[src/rtl/bioz_pll_pkg.sv]
// Shared types and constants for the BioZ PLL Fsel sweep sequencer.
package bioz_pll_pkg;

    typedef enum logic [2:0] {
        ST_IDLE      = 3'd0,
        ST_WAIT_LOCK = 3'd1,
        ST_SETTLE    = 3'd2,
        ST_MEASURE   = 3'd3,
        ST_REQ       = 3'd4,
        ST_DONE      = 3'd5
    } state_t;

    localparam logic [3:0] FSEL_REF = 4'd6;
    localparam logic [3:0] FSEL_MAX = 4'd15;

    // Saturating step so the divider code can never wrap around the range ends.
    function automatic logic [3:0] fsel_step(input logic [3:0] cur, input logic down);
        if (down)
            return (cur == 4'd0) ? cur : cur - 4'd1;
        else
            return (cur == FSEL_MAX) ? cur : cur + 4'd1;
    endfunction

endpackage

[src/rtl/bioz_pll_seq_timer.sv]
// Loadable down-counter with enable and zero flag; shared by the lock, settle and dwell counts.
module bioz_pll_seq_timer #(
    parameter int W = 16
) (
    input  logic         clk,
    input  logic         rst,
    input  logic         load,
    input  logic [W-1:0] load_val,
    input  logic         en,
    output logic         zero
);

    logic [W-1:0] count;

    always_ff @(posedge clk or posedge rst) begin
        if (rst)
            count <= '0;
        else if (load)
            count <= load_val;
        else if (en && (count != '0))
            count <= count - W'(1);
    end

    assign zero = (count == '0);

endmodule

[src/rtl/bioz_pll_fsel_sequencer.sv]
// Steps the PLL output divider select through a start..stop range, gating excitation
// with a settle window, a timed measurement window and a request/ack handshake.
//
// state      | meaning
// -----------+-------------------------------------------------------------
// IDLE       | waiting for Start; sweep parameters latched on Start
// WAIT_LOCK  | counting consecutive Lock cycles, lock timeout running
// SETTLE     | Fsel just changed, excitation blanked for SETTLE_CYCLES
// MEASURE    | Fout_en high for the latched Dwell cycles
// REQ        | Meas_req held until Meas_ack
// DONE       | one-cycle Done pulse after the last step
module bioz_pll_fsel_sequencer
    import bioz_pll_pkg::*;
#(
    parameter int DWELL_W       = 16,
    parameter int SETTLE_CYCLES = 64,
    parameter int LOCK_STABLE   = 32,
    parameter int LOCK_TIMEOUT  = 65535
) (
    input  logic               Fin,
    input  logic               Reset,
    input  logic               Start,
    input  logic               Abort,
    input  logic               Lock,
    input  logic [3:0]         Fsel_start,
    input  logic [3:0]         Fsel_stop,
    input  logic [DWELL_W-1:0] Dwell,
    input  logic               Meas_ack,
    output logic [3:0]         Fsel,
    output logic               Fout_en,
    output logic               Meas_req,
    output logic [3:0]         Step_idx,
    output logic               Busy,
    output logic               Done,
    output logic               Lock_err
);

    localparam int SC_W = $clog2(SETTLE_CYCLES + 1);
    localparam int LS_W = $clog2(LOCK_STABLE + 1);
    localparam int TW_A = (SC_W > LS_W) ? SC_W : LS_W;
    localparam int TW   = (DWELL_W > TW_A) ? DWELL_W : TW_A;
    localparam int TOW  = $clog2(LOCK_TIMEOUT + 1);

    localparam logic [TW-1:0]  SETTLE_LOAD = TW'(SETTLE_CYCLES - 1);
    localparam logic [TW-1:0]  LOCK_LOAD   = TW'(LOCK_STABLE - 1);
    localparam logic [TOW-1:0] TO_LAST     = TOW'(LOCK_TIMEOUT - 1);

    state_t state, state_next;

    logic [3:0]         fsel_stop_q;
    logic               down_q;
    logic [DWELL_W-1:0] dwell_q;
    logic [TOW-1:0]     to_cnt;

    logic          tmr_load;
    logic [TW-1:0] tmr_val;
    logic          tmr_en;
    logic          tmr_zero;

    logic [3:0] fsel_d;
    logic [3:0] step_d;
    logic       lock_err_d;
    logic       accept_start;

    assign accept_start = (state == ST_IDLE) && Start && !Abort;

    bioz_pll_seq_timer #(.W(TW)) u_timer (
        .clk      (Fin),
        .rst      (Reset),
        .load     (tmr_load),
        .load_val (tmr_val),
        .en       (tmr_en),
        .zero     (tmr_zero)
    );

    // Next state and timer control. Abort has top priority, lock loss beats ack/expiry.
    always_comb begin
        state_next = state;
        tmr_load   = 1'b0;
        tmr_val    = LOCK_LOAD;
        tmr_en     = 1'b0;
        if (Abort) begin
            state_next = ST_IDLE;
        end else begin
            case (state)
                ST_IDLE: begin
                    if (Start) begin
                        state_next = ST_WAIT_LOCK;
                        tmr_load   = 1'b1;
                    end
                end
                ST_WAIT_LOCK: begin
                    if (Lock && tmr_zero) begin
                        state_next = ST_SETTLE;
                        tmr_load   = 1'b1;
                        tmr_val    = SETTLE_LOAD;
                    end else if (to_cnt == TO_LAST) begin
                        state_next = ST_IDLE;
                    end else if (!Lock) begin
                        tmr_load = 1'b1;
                    end else begin
                        tmr_en = 1'b1;
                    end
                end
                ST_SETTLE: begin
                    if (!Lock) begin
                        state_next = ST_WAIT_LOCK;
                        tmr_load   = 1'b1;
                    end else if (tmr_zero) begin
                        state_next = ST_MEASURE;
                        tmr_load   = 1'b1;
                        tmr_val    = TW'(dwell_q) - TW'(1);
                    end else begin
                        tmr_en = 1'b1;
                    end
                end
                ST_MEASURE: begin
                    if (!Lock) begin
                        state_next = ST_WAIT_LOCK;
                        tmr_load   = 1'b1;
                    end else if (tmr_zero) begin
                        state_next = ST_REQ;
                    end else begin
                        tmr_en = 1'b1;
                    end
                end
                ST_REQ: begin
                    if (!Lock) begin
                        state_next = ST_WAIT_LOCK;
                        tmr_load   = 1'b1;
                    end else if (Meas_ack) begin
                        if (Fsel == fsel_stop_q) begin
                            state_next = ST_DONE;
                        end else begin
                            state_next = ST_SETTLE;
                            tmr_load   = 1'b1;
                            tmr_val    = SETTLE_LOAD;
                        end
                    end
                end
                ST_DONE: state_next = ST_IDLE;
                default: state_next = ST_IDLE;
            endcase
        end
    end

    always_comb begin
        fsel_d     = Fsel;
        step_d     = Step_idx;
        lock_err_d = Lock_err;
        if (!Abort) begin
            case (state)
                ST_IDLE: begin
                    if (Start) begin
                        fsel_d     = Fsel_start;
                        step_d     = 4'd0;
                        lock_err_d = 1'b0;
                    end
                end
                ST_WAIT_LOCK: begin
                    if (state_next == ST_IDLE)
                        lock_err_d = 1'b1;
                end
                ST_REQ: begin
                    if (state_next == ST_SETTLE) begin
                        fsel_d = fsel_step(Fsel, down_q);
                        step_d = Step_idx + 4'd1;
                    end
                end
                default: ;
            endcase
        end
    end

    // Outputs are registered from the next state so they line up with the state they describe.
    always_ff @(posedge Fin or posedge Reset) begin
        if (Reset) begin
            state    <= ST_IDLE;
            Fsel     <= FSEL_REF;
            Step_idx <= 4'd0;
            Lock_err <= 1'b0;
            Fout_en  <= 1'b0;
            Meas_req <= 1'b0;
            Busy     <= 1'b0;
            Done     <= 1'b0;
        end else begin
            state    <= state_next;
            Fsel     <= fsel_d;
            Step_idx <= step_d;
            Lock_err <= lock_err_d;
            Fout_en  <= (state_next == ST_MEASURE);
            Meas_req <= (state_next == ST_REQ);
            Busy     <= (state_next != ST_IDLE);
            Done     <= (state_next == ST_DONE);
        end
    end

    always_ff @(posedge Fin or posedge Reset) begin
        if (Reset) begin
            fsel_stop_q <= 4'd0;
            down_q      <= 1'b0;
            dwell_q     <= '0;
            to_cnt      <= '0;
        end else begin
            if (accept_start) begin
                fsel_stop_q <= Fsel_stop;
                down_q      <= (Fsel_stop < Fsel_start);
                dwell_q     <= (Dwell == '0) ? DWELL_W'(1) : Dwell;
            end
            to_cnt <= (state == ST_WAIT_LOCK) ? to_cnt + TOW'(1) : '0;
        end
    end

endmodule

[config.mk]
export PLATFORM = sky130hd
export DESIGN_NAME = bioz_pll_fsel_sequencer
export DESIGN_NICKNAME = d
export VERILOG_FILES = /design/src/rtl/bioz_pll_pkg.sv /design/src/rtl/bioz_pll_seq_timer.sv /design/src/rtl/bioz_pll_fsel_sequencer.sv
export SDC_FILE = /design/constraint.sdc
export NUM_CORES = 1
export LEC_CHECK = 0
export BUFFER_PORTS_ARGS = -buffer_cell sky130_fd_sc_hd__buf_2
export CAP_MARGIN = 40
export CORE_ASPECT_RATIO = 1.75
export CORE_MARGIN = 1.5
export CORE_UTILIZATION = 50
export CTS_CLUSTER_SIZE = 30
export DETAILED_ROUTE_END_ITERATION = 6
export GPL_ROUTABILITY_DRIVEN = 0
export PLACE_DENSITY = 0.69
export SYNTH_ARGS = -nofsm -noshare
export SYNTH_HDL_FRONTEND = slang
export SYNTH_SLANG_ARGS = --single-unit
[constraint.sdc]
create_clock -name Fin -period 3.2 [get_ports Fin]
set_input_delay 0.64 -clock Fin [delete_from_list [all_inputs] [get_ports Fin]]
set_output_delay 0.64 -clock Fin [all_outputs]
set_load 0.03 [all_outputs]
# Word-level counts from Yosys, hierarchy flattened

Cells that the tools add are included.

Flip-flop bits (word level): 69
Latch bits: 0
RAM bits: 0
Bits in read-only memories: 0
Output and inout port bits: 13
Word-level logic and storage cells: 110
Memories kept: 0

Add/subtract/negate cells: 6
Multipliers: 0
Div/mod/pow operators: 0
Order comparisons: 1
Eq/ne operators: 16
Shift-type cells: 0
Muxes and demuxes: 54
Bitwise gates (word level): 1
Reductions and logical operators: 19

Operator list:

| cell                                                 | number |
|---|---|
| 2-to-1 mux 16 bit                                    | 7 |
| case mux 16 bit (3 select lines)                     | 1 |
| 2-to-1 mux 3 bit                                     | 11 |
| zero test 16 bit                                     | 2 |
| subtractor 16 x 1 -> 16 bit (second input constant)  | 2 |
| 2-to-1 mux 4 bit                                     | 7 |
| 2-to-1 mux 6 bit                                     | 4 |
| 2-to-1 mux 1 bit                                     | 18 |
| adder 16 x 1 -> 16 bit (second input constant)       | 1 |
| equality test 16 bit (second input constant)         | 1 |
| case mux 4 bit (2 select lines)                      | 2 |
| nonzero test 16 bit                                  | 1 |
| case mux 3 bit (5 select lines)                      | 1 |
| equality test 3 x 2 -> 1 bit (second input constant) | 4 |
| equality test 3 bit (second input constant)          | 3 |
| adder 4 x 1 -> 4 bit (second input constant)         | 2 |
| AND reduction 4 bit                                  | 2 |
| zero test 3 bit                                      | 2 |
| inequality test 2 bit (second input constant)        | 3 |
| inequality test 3 bit (second input constant)        | 2 |
| AND reduction 6 bit                                  | 1 |
| nonzero test 2 bit                                   | 3 |
| case mux 1 bit (5 select lines)                      | 1 |
| equality test 4 bit                                  | 1 |
| other kinds (11)                                     | 15 |

# Depth between registers and ports, before layout

Depth in word-level cells: 9
Depth in mapped cells: 10
Depth with buffers taken out: 9

# By module

A second synthesis with hierarchy kept.

Cell total of the unflattened synthesis: 463
Area total of the unflattened synthesis: 4279.1 um2

By module, submodules not included:

| module                  | instances | cells each | area each (um2) | sequential area each (um2) |
|---|---|---|---|---|
| bioz_pll_fsel_sequencer | 1         | 337        | 3204.3          | 1328.8 |
| bioz_pll_seq_timer      | 1         | 126        | 1074.8          | 400.4 |

# Least setup slack after synthesis

Ideal clock, no wire load.

Kind: register to register
From: register state[2]
To: register u_timer.count[9]
Setup time: 0.089 ns
Data arrival time: 2.149 ns
Slack: 0.962 ns
Cell stages (with the launch flop): 9
Path buffers: 3
Period minus slack after synthesis: 2.238 ns
Cell sequence: dfrtp_1 -> buf_6 -> or3b_1 -> buf_6 -> o21a_1 -> or3_1 -> buf_2 -> or4_1 -> o211ai_1

Word-level cells in the longest chain between the ends: 6
Elaborated cells between the ends (all ways): 15
Those cells by class: eq/ne: 4; mux: 7; reduce/logical: 4

RTL lines:

| element                             | RTL line                       | text |
|---|---|---|
| start, declared                     | bioz_pll_fsel_sequencer.sv:48  | `state_t state, state_next;` |
| start signal, assigned              | bioz_pll_fsel_sequencer.sv:187 | `state <= state_next;` |
| equality test 3 x 2 -> 1 bit        | bioz_pll_fsel_sequencer.sv:85  | `case (state)` |
| OR reduction 2 bit (no source line) | --                             |  |
| case mux 1 bit (2 select lines)     | bioz_pll_fsel_sequencer.sv:85  |  |
| 2-to-1 mux 1 bit                    | bioz_pll_fsel_sequencer.sv:82  | `if (Abort) begin` |
| logical AND 1 bit                   | bioz_pll_seq_timer.sv:20       | `else if (en && (count != '0))` |
| nonzero test 2 bit (no source line) | --                             |  |
| end signal, assigned                | bioz_pll_seq_timer.sv:19       | `count <= load_val;` |
| end signal, assigned                | bioz_pll_seq_timer.sv:21       | `count <= count - W'(1);` |
| end, declared                       | bioz_pll_seq_timer.sv:13       | `logic [W-1:0] count;` |

Parallel ways exist; a longest one is shown, timed or not.
A chain may end at the register's enable or synchronous reset.

# Worst setup path after layout

From: register state[1]
To: register u_timer.count[8]

The elaborated chain is that of the path after synthesis.

==> qor.json <==
{
  "status": "finished clean",
  "maxCapViolations": 0,
  "yosys_warnings": 0,
  "i_o_pin_count": 43,
  "cts_setup_buffers": 0,
  "detail_route.first_pass.iterations": 5,
  "fmaxAchievable_mhz": 371,
  "globalRouteTotalUtil": 0.221,
  "synth_flop_cell": "dfrtp_1",
  "area.growth.synth_to_final_pct": 15.2,
  "number_of_antenna_repair_diodes": 0,
  "cts-root-buf": "clkbuf_16",
  "grt_remaining_overflow": 0,
  "r2r_start": "state[1]",
  "tightest_slew_ps": 703,
  "vdd.ir_drop.worst_mv": 0.463,
  "io_buffer_count": 42,
  "layout.cells.most_common_list": "dfrtp_1, nor2_1, buf_2, nand2_1, o21ai_0",
  "critPathSlowestCell": "nor4_1",
  "crit_chain": "nand4b_1 > nor4_1 > o21ba_2 > o211ai_2 > nor2_1 > a21oi_1 > o2bb2a_1",
  "dieWidth_um": 71.3,
  "worst_setup_path_startpoint": "state[1]",
  "synthesis.nets": 473,
  "number_of_vias_after_detailed_routing": 3334,
  "tritoncts_num_sinks": 69,
  "cts_made_buffers": 9,
  "grt_pass1_vias": 3314,
  "finalWorstPathRequiredPeriod_ps": 2700,
  "tritoncts_clock_tree": "done",
  "finalWirelength_um": 9020,
  "grt_antenna_before_repair": 0,
  "synth.yosys.seq_area_share": 0.423,
  "core_area_um2": 7910,
  "floorplan.die.height_um": 123,
  "period_utilisation_layout": 0.843,
  "synth.ff_latch_count": 69,
  "drcViolationCount": 0,
  "timing.final.setup_violations": 0,
  "required_ps": 3410,
  "postRouteAntennaNets": 0,
  "critPathMaxFanout": 13,
  "drt-wirelength-per-cell_um": 15.9,
  "placement_rows": 43,
  "ctsResizeCount": 0,
  "cp_slowest_stage_delay_ps": 600,
  "synth_edf_count": 0,
  "timing.hold.worst.class": "input pin to asynchronous set/reset pin",
  "die_area_um2": 8740,
  "hold_viol": 0,
  "critPathKind": "flip-flop to flip-flop",
  "power.leakage_uw": 0.00208,
  "cellPowerDensity_nw_per_um2": 569,
  "post_synth.cell_area_avg_um2": 9.48,
  "critPathCaptureType": "flip-flop",
  "layout_cells_sized_above_1": 0.205,
  "post_synth_instance_area_um2": 4080,
  "first_pass_grt_wire_length_um": 15200,
  "finClkSkew_ps": 4.50,
  "cp_data_arrival_time_ps": 2910,
  "ctsHoldBuffers": 0,
  "layout.cells.non_filler": 567,
  "post_synth_arst_share": 1.00,
  "path_delay_family": "simple AND/OR/NAND/NOR gates",
  "cp_num_cells": 7,
  "critPathBufInv": 0,
  "final.setup.tns_ps": 0,
  "worst_r2r_path_depth": 7,
  "final_common_cell": "dfrtp_1",
  "drv_slew": 0,
  "yosysUniqueCellTypes": 59,
  "dp_hpwl_um": 6700,
  "startpoint_kind_of_the_worst_setup_timing_path": "flip-flop",
  "clock_latency_ps": 330,
  "initial_utilization": 0.516,
  "setup.reg_to_reg.worst_slack_ps": 500,
  "netlist_instances": 431,
  "clk_pin_slew_worst_paths_ps": 60,
  "final_net_count": 514,
  "max-slew-margin-rel": 0.527,
  "cts.path.max_buffers": 2,
  "crit-reg2reg-capture": "u_timer.count[8]",
  "placed_cells_incl_taps": 551,
  "viasPerCell": 5.88,
  "grt_start_max_net_pins": 70,
  "detail_route.iter0.violations": 121,
  "htreeDepth": 3,
  "unrepaired_setup_endpoints_after_global_routing": "no",
  "setup.worst_path.end": "u_timer.count[8]"
}
## per-stage QoR
step | worst slack [ps] | total power [uW] | hold slack [ps] | util | area (um2)
finish | 503 | 2680 | 371 | 0.595 | 4710
floorplan | 823 | 1420 | 474 | - | 4080
global route | 289 | 2790 | 418 | 0.595 | 4710
detailed placement | 529 | 1560 | 481 | 0.552 | 4370
global placement | 614 | 1540 | 465 | 0.552 | 4370
CTS | 515 | 2700 | 397 | 0.595 | 4710
## routing by layer
metal / track usage / up-vias / share of wire
met5: 0 / - / 0
met4: 0.0932 / 0 / 0.025
met3: 0.0476 / 18 / 0.032
met2: 0.394 / 73 / 0.54
met1: 0.251 / 1603 / 0.41
li1: - / 1640 / -
## worst register-to-register path, delay by kind of cell, from the launching register on
| kind | cells | cell delay [ps] |
|---|---|---|
| AO/OA/AOI/OAI | 4 | 780 |
| AND/OR/NAND/NOR | 3 | 1270 |
| flip-flops | 1 | 530 |
## sequential cells by signal, indices dropped and copies added (netlist names)
register / count
Meas_req: 1
state: 3
Busy: 1
to_cnt: 16
Done: 1
fsel_stop_q: 4
dwell_q: 16
u_timer.count: 16
down_q: 1
Step_idx: 4
Lock_err: 1
Fout_en: 1
Fsel: 4
## logic make-up (layout without fill, tap and decap cells)
family | after synthesis | count (layout) | synth area share
muxes | 23 | 23 | 0.0631
xor gates and xnor gates | 32 | 32 | 0.0686
adders and majority gates | 12 | 12 | 0.0386
buffers and inverters | 36 | 82 | 0.0389
DFF | 69 | 69 | 0.423
AOI/OAI and AO/OA | 87 | 87 | 0.143
and+or+nand+nor | 172 | 172 | 0.224
## final cells by class
| cell class | count | area (um2) |
|---|---|---|
| Fill cell | 689 | 3200 |
| Multi-Input combinational cell | 326 | 2200 |
| Clock buffer | 10 | 229 |
| Sequential cell | 69 | 1730 |
| Inverter | 20 | 75.1 |
| Tap cell | 90 | 113 |
| Timing Repair Buffer | 46 | 253 |
| Clock inverter | 6 | 111 |
## worst min path at each step
stage / start / to / slack (ps) / cells after the start
2_1_floorplan: dwell_q[0] / u_timer.count[0] / 470 / 1
3_3_place_gp: Step_idx[3] / Step_idx[3] / 460 / 1
3_5_place_dp: Step_idx[3] / Step_idx[3] / 480 / 1
4_1_cts: Reset / to_cnt[4] / 400 / 3
5_1_grt: Reset / to_cnt[4] / 420 / 3
6_report: Reset / to_cnt[4] / 370 / 3
## synthesized netlist by cell type, drive strengths merged, types with 5 or more instances
library cell | number | area share
dfrtp | 67 | 0.41
nor2 | 49 | 0.045
nand2 | 28 | 0.026
o21ai | 25 | 0.031
mux2 | 22 | 0.061
inv | 20 | 0.018
xnor2 | 20 | 0.043
nor3 | 17 | 0.022
nor4 | 16 | 0.028
a21oi | 15 | 0.018
nand3 | 14 | 0.017
xor2 | 12 | 0.026
a31oi | 11 | 0.021
ha | 11 | 0.034
buf | 9 | 0.014
or3 | 9 | 0.014
clkbuf | 7 | 0.0064
o22a | 7 | 0.015
nand2b | 5 | 0.0077
nand4 | 5 | 0.0077
nor2b | 5 | 0.0077
## power breakdown
part / internal (uW) / switching (uW)
Clock: 761 / 374
Sequential: 968 / 111
Combinational: 215 / 246
Total: 1940 / 731
(Power assumes the default switching activity.)
